===== config.mk =====
export PLATFORM = sky130hd
export DESIGN_NAME = adc128s052_scan_ctrl
export DESIGN_NICKNAME = d
export VERILOG_FILES = /design/src/rtl/adc128s052_scan_ctrl.sv
export SDC_FILE = /design/constraint.sdc
export NUM_CORES = 1
export LEC_CHECK = 0
export BUFFER_PORTS_ARGS = -buffer_cell sky130_fd_sc_hd__buf_2
export CAP_MARGIN = 5
export CELL_PAD_IN_SITES_DETAIL_PLACEMENT = 0
export CELL_PAD_IN_SITES_GLOBAL_PLACEMENT = 2
export CORE_MARGIN = 2
export CORE_UTILIZATION = 36
export DETAILED_ROUTE_END_ITERATION = 8
export PLACE_DENSITY = 0.83
export SETUP_SLACK_MARGIN = 0.1
export SYNTH_ARGS = -nofsm -noshare
export SYNTH_HDL_FRONTEND = slang
export SYNTH_SLANG_ARGS = --single-unit

===== constraint.sdc =====
create_clock -name clk -period 3.96 [get_ports clk]
set_input_delay 0.198 -clock clk [delete_from_list [all_inputs] [get_ports clk]]
set_output_delay 0.198 -clock clk [all_outputs]
set_load 0.05 [all_outputs]

===== src/rtl/adc128s052_scan_ctrl.sv =====
// adc128s052_scan_ctrl
// Scanning controller for the ADC128S052 8-channel 12-bit SPI ADC.
// It runs a PRIME frame to load the first address. It then runs CONV frames
// that each return the conversion addressed one frame earlier. Every result
// is tagged with its true channel and leaves on a one-deep valid/ready stream.
//
// Ports
//   clk, rst       system clock, synchronous active-high reset
//   start          one-cycle pulse, begins a scan when idle with a non-empty mask
//   stop           one-cycle pulse, finish the current frame then stop
//   mode           0 = single scan, 1 = continuous (latched on start)
//   ch_mask[7:0]   channel enables (latched on start, bits >= NUM_CH ignored)
//   sclk, cs_n     ADC serial clock (idles high) and chip select
//   mosi, miso     ADC DIN (address) and DOUT (data)
//   m_valid/m_ready/m_channel/m_data   result stream
//   busy           scan in progress, including the cs_n gap
//   overrun        sticky, a result was dropped
//
// Stream handshake: a result transfers on a clk edge where m_valid and
// m_ready are both high. m_channel and m_data hold while m_valid is high and
// m_ready is low. A new result loads only into an empty or draining holding
// register. Otherwise it is dropped and overrun is set.
module adc128s052_scan_ctrl #(
  parameter int CLK_DIV = 1,
  parameter int NUM_CH  = 8,
  parameter int CS_GAP  = 2
) (
  input  logic        clk,
  input  logic        rst,
  input  logic        start,
  input  logic        stop,
  input  logic        mode,
  input  logic [7:0]  ch_mask,
  output logic        sclk,
  output logic        cs_n,
  output logic        mosi,
  input  logic        miso,
  output logic        m_valid,
  input  logic        m_ready,
  output logic [2:0]  m_channel,
  output logic [11:0] m_data,
  output logic        busy,
  output logic        overrun
);

  localparam int DW = (CLK_DIV > 1) ? $clog2(CLK_DIV) : 1;
  localparam int GW = (CS_GAP > 1) ? $clog2(CS_GAP) : 1;
  localparam logic [DW-1:0] DIV_LAST = DW'(CLK_DIV - 1);
  localparam logic [GW-1:0] GAP_LAST = GW'(CS_GAP - 1);
  localparam logic [7:0] RANGE = (NUM_CH >= 8) ? 8'hFF : 8'((1 << NUM_CH) - 1);

  typedef enum logic [1:0] {IDLE, PRIME, CONV, GAP} state_t;

  // Next enabled channel after cur in ascending order, wrapping. With
  // cur = 7 this yields the lowest enabled channel.
  function automatic logic [2:0] next_en(input logic [2:0] cur, input logic [7:0] m);
    logic [2:0] r;
    logic [2:0] c;
    logic       found;
    r     = cur;
    found = 1'b0;
    for (int i = 1; i <= 8; i++) begin
      c = cur + 3'(i);
      if (!found && m[c]) begin
        r     = c;
        found = 1'b1;
      end
    end
    return r;
  endfunction

  state_t          state_q, state_d;
  logic [DW-1:0]   div_q;
  logic [GW-1:0]   gap_q;
  logic [4:0]      fcnt_q;      // falling edges seen in the current frame
  logic            sclk_q, cs_n_q, mosi_q;
  logic [7:0]      mask_q;
  logic            mode_q, stop_q;
  logic [2:0]      low_ch_q;    // lowest enabled channel
  logic [2:0]      nxt_ch_q;    // address sent in the current frame
  logic [2:0]      cur_ch_q;    // channel whose data returns in the current frame
  logic [11:0]     sh_q;
  logic            pend_q;      // CONV frame data complete, emit this cycle
  logic            m_valid_q, overrun_q;
  logic [2:0]      m_channel_q;
  logic [11:0]     m_data_q;

  logic [7:0] masked;
  logic       accept, active, tick, fall_ev, rise_ev, frame_end, to_gap;

  always_comb begin
    masked    = ch_mask & RANGE;
    accept    = (state_q == IDLE) && start && (masked != 8'h00);
    active    = (state_q == PRIME) || (state_q == CONV);
    tick      = (div_q == DIV_LAST);
    fall_ev   = active && tick && sclk_q;
    rise_ev   = active && tick && !sclk_q;
    // The 17th falling edge is the boundary. It is either falling edge 1 of
    // the next frame or the point where cs_n is released.
    frame_end = fall_ev && (fcnt_q == 5'd16);
    state_d   = state_q;
    case (state_q)
      IDLE:  if (accept) state_d = PRIME;
      PRIME: if (frame_end) state_d = (stop_q || stop) ? GAP : CONV;
      CONV:  if (frame_end) state_d = (stop_q || stop || (!mode_q && nxt_ch_q == low_ch_q)) ? GAP : CONV;
      GAP:   if (gap_q == GAP_LAST) state_d = IDLE;
      default: state_d = IDLE;
    endcase
    to_gap = frame_end && (state_d == GAP);
  end

  always_ff @(posedge clk) begin
    if (rst) begin
      state_q     <= IDLE;
      div_q       <= '0;
      gap_q       <= '0;
      fcnt_q      <= 5'd0;
      sclk_q      <= 1'b1;
      cs_n_q      <= 1'b1;
      mosi_q      <= 1'b0;
      mask_q      <= 8'h00;
      mode_q      <= 1'b0;
      stop_q      <= 1'b0;
      low_ch_q    <= 3'd0;
      nxt_ch_q    <= 3'd0;
      cur_ch_q    <= 3'd0;
      sh_q        <= 12'h000;
      pend_q      <= 1'b0;
      m_valid_q   <= 1'b0;
      overrun_q   <= 1'b0;
      m_channel_q <= 3'd0;
      m_data_q    <= 12'h000;
    end else begin
      state_q <= state_d;
      pend_q  <= rise_ev && (fcnt_q == 5'd16) && (state_q == CONV);

      if (accept) begin
        mask_q   <= masked;
        mode_q   <= mode;
        low_ch_q <= next_en(3'd7, masked);
        nxt_ch_q <= next_en(3'd7, masked);
        cs_n_q   <= 1'b0;
        sclk_q   <= 1'b1;
        div_q    <= '0;
        fcnt_q   <= 5'd0;
        stop_q   <= 1'b0;
      end

      if (active) begin
        div_q <= tick ? '0 : div_q + DW'(1);
        if (stop) stop_q <= 1'b1;
        if (to_gap) begin
          cs_n_q <= 1'b1;
          mosi_q <= 1'b0;
          gap_q  <= '0;
          stop_q <= 1'b0;
        end else if (fall_ev) begin
          sclk_q <= 1'b0;
          if (frame_end) begin
            fcnt_q   <= 5'd1;
            cur_ch_q <= nxt_ch_q;
            nxt_ch_q <= next_en(nxt_ch_q, mask_q);
            mosi_q   <= 1'b0;
          end else begin
            fcnt_q <= fcnt_q + 5'd1;
            // Falling edges 3..5 carry ADD2..ADD0.
            case (fcnt_q)
              5'd2:    mosi_q <= nxt_ch_q[2];
              5'd3:    mosi_q <= nxt_ch_q[1];
              5'd4:    mosi_q <= nxt_ch_q[0];
              default: mosi_q <= 1'b0;
            endcase
          end
        end else if (rise_ev) begin
          sclk_q <= 1'b1;
          // Rising edges 1..4 carry leading zeros from the ADC.
          if (fcnt_q >= 5'd5) sh_q <= {sh_q[10:0], miso};
        end
      end

      if (state_q == GAP) gap_q <= gap_q + GW'(1);

      if (pend_q && (!m_valid_q || m_ready)) begin
        m_valid_q   <= 1'b1;
        m_data_q    <= sh_q;
        m_channel_q <= cur_ch_q;
      end else if (pend_q) begin
        overrun_q <= 1'b1;
      end else if (m_valid_q && m_ready) begin
        m_valid_q <= 1'b0;
      end

      if (accept) overrun_q <= 1'b0;
    end
  end

  assign sclk      = sclk_q;
  assign cs_n      = cs_n_q;
  assign mosi      = mosi_q;
  assign m_valid   = m_valid_q;
  assign m_channel = m_channel_q;
  assign m_data    = m_data_q;
  assign busy      = (state_q != IDLE);
  assign overrun   = overrun_q;

endmodule

==> flow_summary_export.csv, run 1 <==
group,metric,value,unit
floorplanning,core,0.00924,mm^2
synth,synth_top_area_frac,0.351,
timing,final-hold-violation-count,0,
hold_path,hp-class,"in2reg",
clocking,cts_buffers,9,
final_layout,antennaDiodeCount,0,
clocking,clockRootBuffer,"clkbuf_8",
synth,synthTopCellsByCount,"nand2_1 (67), dfxtp_1 (60), a21oi_1 (46), nor2_1 (30), mux2i_1 (19)",
final_layout,fillers,920,
detailed_routing,firstDrtPassIters,4,
synth,synth_area,0.00343,mm^2
detailed_routing,vias_per_cell,5.33,
setup_path,timing.rr.end,"nxt_ch_q[1]",
setup_path,cp-start-kind,"register",
timing,slew_headroom,0.278,
floorplanning,die_y,102,um
detailed_routing,drc,0,
final_layout,fin_area,0.00393,mm^2
global_route,antenna_found_initial,0,
detailed_routing,drtIter0Drc,172,
timing,worst_slew_pin_slew,1.08,ns
power_and_ir_drop,power_leakage,1.49,nW
detailed_routing,drt-wirelength-per-cell,14.2,um
global_route,grt_pass1_vias,2863,
synth,yosysTopAreaCell,"dfxtp_1",
synth,ys.flop_type,"dfxtp_1",
setup_path,crit_required,4.23,ns
setup_path,path_max_fanout,13,
hold_path,hold_path_end,"sh_q[0]",
final_layout,final_nets,452,
synth,ys_seq_area_frac,0.351,
global_route,grt_usage,0.169,
clocking,cts_buffer_depth,2,
clocking,cts.sinks,60,
synth,ys_seq_elements,60,
setup_path,crit_family,"compound AO/OA/AOI/OAI gates",
timing,fin_worst_skew,0.00726,ns
floorplanning,start_util,0.371,
clocking,cts_setup_buffers,0,
synth,synth_warnings,0,
place,postPlaceCellArea,0.00369,mm^2
setup_path,cp.arrival,3.56,ns
timing,period_needed,3.29,ns
clocking,clk_pin_slew,0.07,ns
setup_path,slowest_delay,0.63,ns
place,dpl.hpwl,5.66,mm
place,io_buffers,35,
synth,async_reset_ff_frac,0,
setup_path,reg2reg_from,"nxt_ch_q[0]",
hold_path,min_path_cells,3,
final_layout,drive_above_1_share,0.195,
run,cap_violations,0,
setup_path,timing.reg2reg.setup_slack,0.67,ns
place,routabilityCongestion,0.880,
global_route,grt_max_degree,60,
timing,report.final.slew_viol_count,0,
hold_path,hp-start,"miso",
floorplanning,ios,36,
timing,grt_setup_unrepaired,"no",
timing,tns,0,ns
clocking,cts_resized,0,
detailed_routing,wl,7.98,mm
timing,setup_viol,0,
synth,synth_nets,423,
synth,synth_area_leaders,"dfxtp_1 (35%), mux4_2 (8.5%), nand2_1 (7.3%)",
final_layout,multi_input_area,0.00206,mm^2
detailed_routing,ant_nets,0,
clocking,hold_buffers,0,
final_layout,regArea,0.00120,mm^2
floorplanning,dieArea,0.0103,mm^2
setup_path,crit_path_cell_trace,"inv_1 > ha_1 > mux4_2 > a21oi_1 > a32oi_1 > or3_4 > o21ba_1 > a221o_1 > a21oi_2",
setup_path,critPathSlowestCell,"ha_1",
floorplanning,fp-row-count,35,
setup_path,setup.worst_path.class,"reg2reg",
synth,synth.most_common_cell,"nand2_1",
global_route,grt-ovfl-total,0,
power_and_ir_drop,power_density,425,mW/mm^2
setup_path,crit_path_end_kind,"register",
synth,synth-edff-count,0,
synth,synth_cells,397,
final_layout,areaGrowthSynthToFinish,14.8,%
global_route,grt_pass1_wl,13.9,mm
clocking,clk_latency,0.34,ns
clocking,cts_htree_levels,3,
clocking,cts_tree,"yes",
power_and_ir_drop,finalPower,1.67,mW
timing,max_freq,0.304,GHz
status,outcome,"completed",
synth,syn_area_per_cell,8.63,um^2
synth,synth_cell_types,59,
timing,fin_crit_sh,0.832,
power_and_ir_drop,ir_drop,0.225,mV
setup_path,r2r_cells,9,
floorplanning,die-width,102,um
setup_path,path_buf_inv,1,
detailed_routing,dr_total_vias,2985,
==> stage by stage <==
| stage | utilization | hold slack, ns | setup WS [ns] | instances |
|---|---|---|---|---|
| after global placement | 0.400 | 0.437 | 0.760 | 544 |
| after floorplan | - | 0.334 | 0.757 | 397 |
| final | 0.425 | 0.0925 | 0.666 | 560 |
| after detailed placement | 0.400 | 0.445 | 0.700 | 544 |
| after CTS | 0.425 | 0.0852 | 0.680 | 560 |
| after global routing | 0.425 | 0.112 | 0.456 | 560 |
==> power by group <==
group,leakage (nW),internal (mW),switching (mW)
combinational,0.890,0.150,0.205
clock,0.117,0.419,0.250
sequential,0.486,0.622,0.0253
total,1.49,1.19,0.479
==> cells by family (layout without fill, tap and decap cells) <==
logic type	after synthesis	in the layout	synth area share
buf+inv	36	70	0.0478
mux	38	38	0.161
fa+ha+maj	11	11	0.0402
simple gates	145	145	0.195
xor+xnor	7	7	0.0179
compound gates	100	100	0.188
flops	60	60	0.351
==> placed cells by master (no fill, tap or decap), drive strengths merged, types with 4 or more instances in the layout <==
cell | synthesis | routed
a32oi | 4 | 4
clkbuf | 15 | 10
mux4 | 13 | 13
or3 | 4 | 4
o211ai | 4 | 4
nor2 | 30 | 30
nand2 | 67 | 67
mux2 | 6 | 6
o21ai | 7 | 7
nand3 | 9 | 9
mux2i | 19 | 19
xor2 | 5 | 5
nor3 | 9 | 9
and3 | 4 | 4
a31oi | 8 | 8
nor2b | 5 | 5
ha | 11 | 11
buf | 8 | 41
a21oi | 47 | 47
or2 | 5 | 5
inv | 13 | 14
dfxtp | 60 | 60
==> registers in the layout, indices dropped and copies added, names as in the netlist, 2 cells and up <==
| register | count |
|---|---|
| low_ch_q | 3 |
| cur_ch_q | 3 |
| state_q | 2 |
| m_channel | 3 |
| fcnt_q | 5 |
| sh_q | 12 |
| mask_q | 8 |
| nxt_ch_q | 3 |
| m_data | 12 |
==> worst max path at each step <==
| stage | start | endpoint | slack (ns) | cells past startpoint |
|---|---|---|---|---|
| 2_1_floorplan | nxt_ch_q[1] | nxt_ch_q[1] | 0.76 | 12 |
| 5_1_grt | nxt_ch_q[0] | nxt_ch_q[1] | 0.46 | 9 |
| 4_1_cts | nxt_ch_q[0] | nxt_ch_q[1] | 0.68 | 9 |
| 6_report | nxt_ch_q[0] | nxt_ch_q[1] | 0.67 | 9 |
| 3_3_place_gp | nxt_ch_q[0] | nxt_ch_q[1] | 0.76 | 9 |
| 3_5_place_dp | nxt_ch_q[0] | nxt_ch_q[1] | 0.70 | 9 |
==> cell type report <==
| type | count | area share |
|---|---|---|
| repair buffers | 41 | 0.0560 |
| well taps | 129 | 0.0411 |
| multi-input cells | 301 | 0.524 |
| clock inverters | 6 | 0.0283 |
| clock buffers | 10 | 0.0325 |
| inverters | 13 | 0.0124 |
| flip-flops and latches | 60 | 0.306 |
==> routing by layer <==
layer,up-vias,GRT usage,wire length (um),part of all wire
li1,1496,-,-,-
met4,0,0.0717,195,0.024
met3,17,0.0331,291,0.036
met1,1418,0.226,3740,0.47
met2,54,0.265,3750,0.47
met5,-,0,0,0
==> worst min-delay path: cells and delay by family <==
kind	cells	cell delay [ns]
muxes	1	0.06
buffers and inverters	1	0.07
and+or+nand+nor	1	0.07
Note: power is estimated with default switching activity, not from simulation.
==> run 2, diff against run 1 <==
clock period = 3.1 ns   (was 3.96 ns; I/O delays follow)
==> run 2 against run 1 <==
Compared with the run above:
- clock power is 18% higher
- wire length is 3.5% higher
- cell count is 1.8% higher
- non-clock buffer count is 10 higher
- flip-flop and latch count stayed put
- first-iteration DRC count is 4.7% higher
- worst hold slack worse by 0.035 ns
- sequential power is 28% higher
- worst setup slack worse by 0.46 ns
- final area is 2.3% higher
- register-to-register slack worse by 0.46 ns
- via count is 1.1% higher
- largest cell class unchanged
==> flow_summary_export.csv, run 2 (synthesized netlist as in run 1, its figures left out) <==
group,metric,value,unit
status,outcome,"completed",
clocking,cts_buffer_depth,2,
setup_path,crit_required,3.37,ns
clocking,clockRootBuffer,"clkbuf_8",
clocking,clk_latency,0.34,ns
final_layout,regArea,0.00120,mm^2
clocking,cts.sinks,60,
detailed_routing,ant_nets,0,
power_and_ir_drop,ir_drop,0.258,mV
timing,grt_setup_unrepaired,"yes",
place,io_buffers,35,
hold_path,hp-start,"miso",
setup_path,reg2reg_from,"nxt_ch_q[0]",
floorplanning,core,0.00924,mm^2
global_route,grt_usage,0.168,
floorplanning,fp-row-count,35,
setup_path,timing.rr.end,"nxt_ch_q[1]",
setup_path,crit_path_end_kind,"register",
place,routabilityCongestion,0.810,
detailed_routing,vias_per_cell,5.30,
setup_path,timing.reg2reg.setup_slack,0.21,ns
timing,report.final.slew_viol_count,0,
setup_path,path_buf_inv,1,
timing,final-hold-violation-count,0,
floorplanning,die_y,102,um
floorplanning,dieArea,0.0103,mm^2
setup_path,path_max_fanout,12,
power_and_ir_drop,power_density,527,mW/mm^2
global_route,antenna_found_initial,0,
setup_path,crit_path_cell_trace,"clkinvlp_4 > ha_4 > mux4_2 > a21oi_1 > a32oi_1 > or3_4 > o21ba_1 > a221o_1 > a21oi_2",
global_route,grt_max_degree,47,
place,dp_slack,0.240,ns
clocking,cts_htree_levels,3,
setup_path,crit_family,"compound AO/OA/AOI/OAI gates",
final_layout,drive_above_1_share,0.229,
timing,period_needed,2.89,ns
detailed_routing,drc,0,
setup_path,slowest_delay,0.57,ns
final_layout,antennaDiodeCount,0,
setup_path,cp-start-kind,"register",
hold_path,hp-class,"in2reg",
place,postPlaceCellArea,0.00379,mm^2
final_layout,multi_input_area,0.00209,mm^2
detailed_routing,drt-wirelength-per-cell,14.5,um
timing,fin_crit_sh,0.933,
final_layout,layoutNonFillerInstCount,570,
timing,fin_ws,0.209,ns
place,dpl.hpwl,5.92,mm
timing,fin_worst_skew,0.00719,ns
detailed_routing,wl,8.26,mm
final_layout,final_nets,462,
final_layout,fillers,918,
clocking,hold_buffers,0,
global_route,grt-ovfl-total,0,
floorplanning,ios,36,
clocking,clk_pin_slew,0.07,ns
setup_path,r2r_cells,9,
hold_path,hold_path_end,"sh_q[0]",
final_layout,final_cell_mix,"nand2_1 (67), dfxtp_1 (59), a21oi_1 (46)",
detailed_routing,drtIter0Drc,180,
clocking,cts_buffers,9,
timing,worst_slew_pin_slew,1.03,ns
final_layout,final_common_cell,"nand2_1",
timing,slew_headroom,0.314,
floorplanning,start_util,0.371,
timing,setup_viol,0,
global_route,grt_pass1_wl,13.8,mm
setup_path,setup.worst_path.class,"reg2reg",
floorplanning,die-width,102,um
detailed_routing,firstDrtPassIters,5,
detailed_routing,dr_total_vias,3019,
run,cap_violations,0,
final_layout,areaGrowthSynthToFinish,17.3,%
timing,tns,0,ns
final_layout,fin_area,0.00402,mm^2
setup_path,critPathSlowestCell,"mux4_2",
hold_path,min_path_cells,3,
clocking,cts_tree,"yes",
place,dp.cells,553,
power_and_ir_drop,power_leakage,1.54,nW
setup_path,cp.arrival,3.17,ns
timing,max_freq,0.346,GHz
global_route,grt_pass1_vias,2846,
==> run 2: final cells by class <==
type,instances,share of cell area
Multi-Input combinational cell,301,0.519
Sequential cell,60,0.299
Timing Repair Buffer,51,0.0735
Inverter,13,0.0131
Tap cell,129,0.0401
Clock buffer,9,0.0308
Clock inverter,7,0.0246
==> run 2: worst max path at each step <==
stage                      from  cells after the start           to
finish              nxt_ch_q[0]                      9  nxt_ch_q[1]
detailed placement  nxt_ch_q[0]                      9  nxt_ch_q[1]
floorplan           nxt_ch_q[0]                     10  nxt_ch_q[1]
global route         state_q[0]                     10    fcnt_q[3]
CTS                 nxt_ch_q[0]                      9  nxt_ch_q[1]
global placement    nxt_ch_q[0]                      9  nxt_ch_q[1]
==> run 2: power breakdown <==
group          leakage [nW]  internal (mW)  total, mW  switching [mW]
clock network         0.110          0.458      0.788           0.330
logic                 0.943          0.224      0.501           0.277
registers             0.487          0.794      0.829          0.0342
total                  1.54           1.48       2.12           0.641
==> run 2: routing by layer <==
metal / GRT usage / vias to the layer above / routed length [um]
met2: 0.272 / 62 / 3890
met1: 0.228 / 1431 / 3900
li1: - / 1516 / -
met3: 0.0359 / 10 / 378
met5: 0 / - / 0
met4: 0.0457 / 0 / 86
==> run 2: what timing repair did <==
item,in CTS,in global routing
resized for setup,0,0
setup endpoints to repair,0,2
setup buffers,0,1
==> run 2: worst min-delay path: cells and delay by family <==
family | cells | cell delay, ns
muxes | 1 | 0.05
buffers and inverters | 1 | 0.07
and+or+nand+nor | 1 | 0.07
==> run 2: per-stage QoR <==
step            util  total power [mW]  hold slack, ns
6_report       0.435              2.12          0.0579
5_1_grt        0.435              2.23          0.0751
4_1_cts        0.434              2.13          0.0513
3_5_place_dp   0.410              1.34           0.405
3_3_place_gp   0.410              1.34           0.395
2_1_floorplan      -              1.22           0.291
==> run 3, diff against run 2 <==
ABC_AREA = 1   (was not set)
CAP_MARGIN = 20   (was 5)
CORE_ASPECT_RATIO = 1.75   (was not set)
CORE_UTILIZATION = 33   (was 36)
PLACE_DENSITY = 0.82   (was 0.83)
==> run 3 against run 2 <==
Compared with the run above:
- area after synthesis shrank 3.4%
- sequential power increased by 9.8%
- non-clock buffer count is 11 lower
- worst hold slack improved by 0.029 ns
- die area grew 5.5%
- count of clock-buffer cells in the layout up 2
- wire length grew 7.3%
- worst setup slack improved by 0.33 ns
- clock skew about the same
==> flow_summary_export.csv, run 3 <==
group,metric,value,unit
clocking,cts_resized,0,
final_layout,final_nets,533,
synth,ys_seq_area_frac,0.363,
floorplanning,ios,36,
detailed_routing,dr_total_vias,3054,
timing,final-hold-violation-count,0,
setup_path,cp-start-kind,"register",
final_layout,final_cell_mix,"nor2_1 (85), nand2_1 (81), dfxtp_1 (60)",
synth,synth-edff-count,0,
synth,synth_top_area_frac,0.363,
synth,synth-xor-area-share,0.0234,
synth,ys_seq_elements,60,
power_and_ir_drop,p_comb_frac,0.369,
synth,synth_cell_types,39,
final_layout,final_common_cell,"nor2_1",
place,io_buffers,35,
timing,grt_setup_unrepaired,"no",
hold_path,min_path_cells,3,
setup_path,setup.worst_path.class,"reg2reg",
final_layout,antennaDiodeCount,0,
global_route,grt_pass1_vias,3007,
status,outcome,"completed",
timing,worst_slew_pin_slew,0.624,ns
floorplanning,core,0.00979,mm^2
detailed_routing,wl,8.86,mm
global_route,grt-ovfl-total,0,
timing,timing.hold.ws,0.0869,ns
power_and_ir_drop,p_int,1.82,mW
run,cap_violations,0,
clocking,clk_latency,0.33,ns
place,postPlaceCellArea,0.00358,mm^2
clocking,cts_buffers,9,
timing,setup_viol,0,
timing,report.final.slew_viol_count,0,
synth,synth_warnings,0,
global_route,grt_pass1_wl,14.5,mm
timing,max_freq,0.390,GHz
floorplanning,dieArea,0.0109,mm^2
global_route,grt_usage,0.176,
hold_path,hp-class,"in2reg",
synth,synth.most_common_cell,"nor2_1",
synth,synth_nets,500,
detailed_routing,firstDrtPassIters,4,
synth,synthTopCellsByCount,"nor2_1 (85), nand2_1 (81), dfxtp_1 (60), o21ai_0 (46), nand3_1 (42)",
detailed_routing,vias_per_cell,4.79,
clocking,cts_tree,"yes",
power_and_ir_drop,power_leakage,1.72,nW
power_and_ir_drop,power_density,771,mW/mm^2
setup_path,crit_required,3.35,ns
floorplanning,start_util,0.338,
power_and_ir_drop,clockPowerShare,0.326,
synth,synth.area.mux_share,0,
timing,fin_crit_sh,0.827,
detailed_routing,drt-wirelength-per-cell,13.9,um
floorplanning,die-width,79.7,um
detailed_routing,drtIter0Drc,57,
timing,period_needed,2.56,ns
global_route,antenna_found_initial,0,
power_and_ir_drop,ir_drop,0.427,mV
setup_path,path_max_fanout,6,
power_and_ir_drop,switching_share,0.391,
synth,async_reset_ff_frac,0,
timing,fin_ws,0.536,ns
global_route,grt_max_degree,24,
detailed_routing,drc,0,
place,dp_slack,0.526,ns
synth,synth_cells,474,
setup_path,r2r_cells,14,
setup_path,timing.rr.end,"fcnt_q[1]",
timing,tns,0,ns
place,routabilityCongestion,0.800,
synth,syn_area_per_cell,6.98,um^2
timing,slew_headroom,0.583,
synth,yosysTopAreaCell,"dfxtp_1",
setup_path,crit_path_end_kind,"register",
clocking,cts_setup_buffers,0,
setup_path,cp.arrival,2.82,ns
power_and_ir_drop,finalPower,2.99,mW
synth,synth_area,0.00331,mm^2
hold_path,hp-start,"miso",
clocking,cts_htree_levels,3,
power_and_ir_drop,switchingPower,1.17,mW
setup_path,timing.reg2reg.setup_slack,0.54,ns
final_layout,drive_above_1_share,0.186,
synth,synth-adder-area-share,0.0416,
synth,synth_area_leaders,"dfxtp_1 (36%), nor2_1 (9.6%), nand2_1 (9.2%)",
timing,fin_worst_skew,0.00697,ns
synth,synth_top_family_by_area,"simple AND/OR/NAND/NOR gates",
final_layout,fin_area,0.00387,mm^2
final_layout,areaGrowthSynthToFinish,17.0,%
synth,ys.flop_type,"dfxtp_1",
floorplanning,die_y,137,um
floorplanning,fp-row-count,48,
clocking,clockRootBuffer,"clkbuf_16",
place,dpl.hpwl,6.89,mm
detailed_routing,ant_nets,0,
synth,synth-simple-area-share,0.337,
clocking,hold_buffers,0,
clocking,cts.sinks,60,
setup_path,reg2reg_from,"state_q[0]",
power_and_ir_drop,pwr-share-seq,0.305,
clocking,clk_pin_slew,0.05,ns
clocking,cts_buffer_depth,2,
synth,synth_compound_area_frac,0.153,
hold_path,hold_path_end,"sh_q[0]",
run 3: power groups by stage:
stage / clock network, mW / logic (mW) / registers (mW)
floorplan: 0 / 0.859 / 0.936
global placement: 0 / 1.11 / 0.926
detailed placement: 0 / 1.11 / 0.927
CTS: 1.00 / 1.11 / 0.910
global route: 1.03 / 1.24 / 0.921
finish: 0.974 / 1.10 / 0.910
run 3: worst max path at each step:
stage                  end        start  slack, ns
2_1_floorplan  nxt_ch_q[0]  nxt_ch_q[0]       0.84
3_3_place_gp     fcnt_q[1]   state_q[0]       0.52
3_5_place_dp     fcnt_q[1]   state_q[0]       0.53
4_1_cts          fcnt_q[1]   state_q[0]       0.51
5_1_grt          fcnt_q[1]   state_q[0]       0.26
6_report         fcnt_q[1]   state_q[0]       0.54
run 3: final cells by class:
cell class	instances	area, um^2
Clock buffer	11	233
Clock inverter	5	62.6
Fill cell	1044	5920
Inverter	44	168
Multi-Input combinational cell	352	1840
Sequential cell	60	1200
Tap cell	125	156
Timing Repair Buffer	40	213
run 3: logic make-up (layout without fill, tap and decap cells):
logic type	after synthesis	count (layout)
buf+inv	62	100
compound gates	91	91
simple gates	242	242
xor+xnor	8	8
fa+ha+maj	11	11
flops	60	60
run 3: per-layer routing:
layer,wire length (um),track usage,up-vias
met4,163,0.0747,0
met2,4940,0.337,50
li1,-,-,1613
met1,3520,0.180,1380
met5,0,0,-
met3,231,0.0336,11
run 3: per-stage QoR:
stage                util  std cells
global placement    0.366        621
floorplan               -        474
CTS                 0.396        637
detailed placement  0.366        621
finish              0.396        637
global route        0.396        637
run 3: worst max-delay path: stages, from the launching register on:
cell and delay, ns:
dfxtp_1 0.42, inv_1 0.12, ha_1 0.37, nand2_1 0.20, nor2_4 0.22, inv_1 0.07
o21ai_1 0.12, nand2_1 0.08, nand2_1 0.07, nand2_2 0.08, nor2_1 0.22, inv_1 0.13
nand2_1 0.15, nand3_1 0.09, a21oi_1 0.14
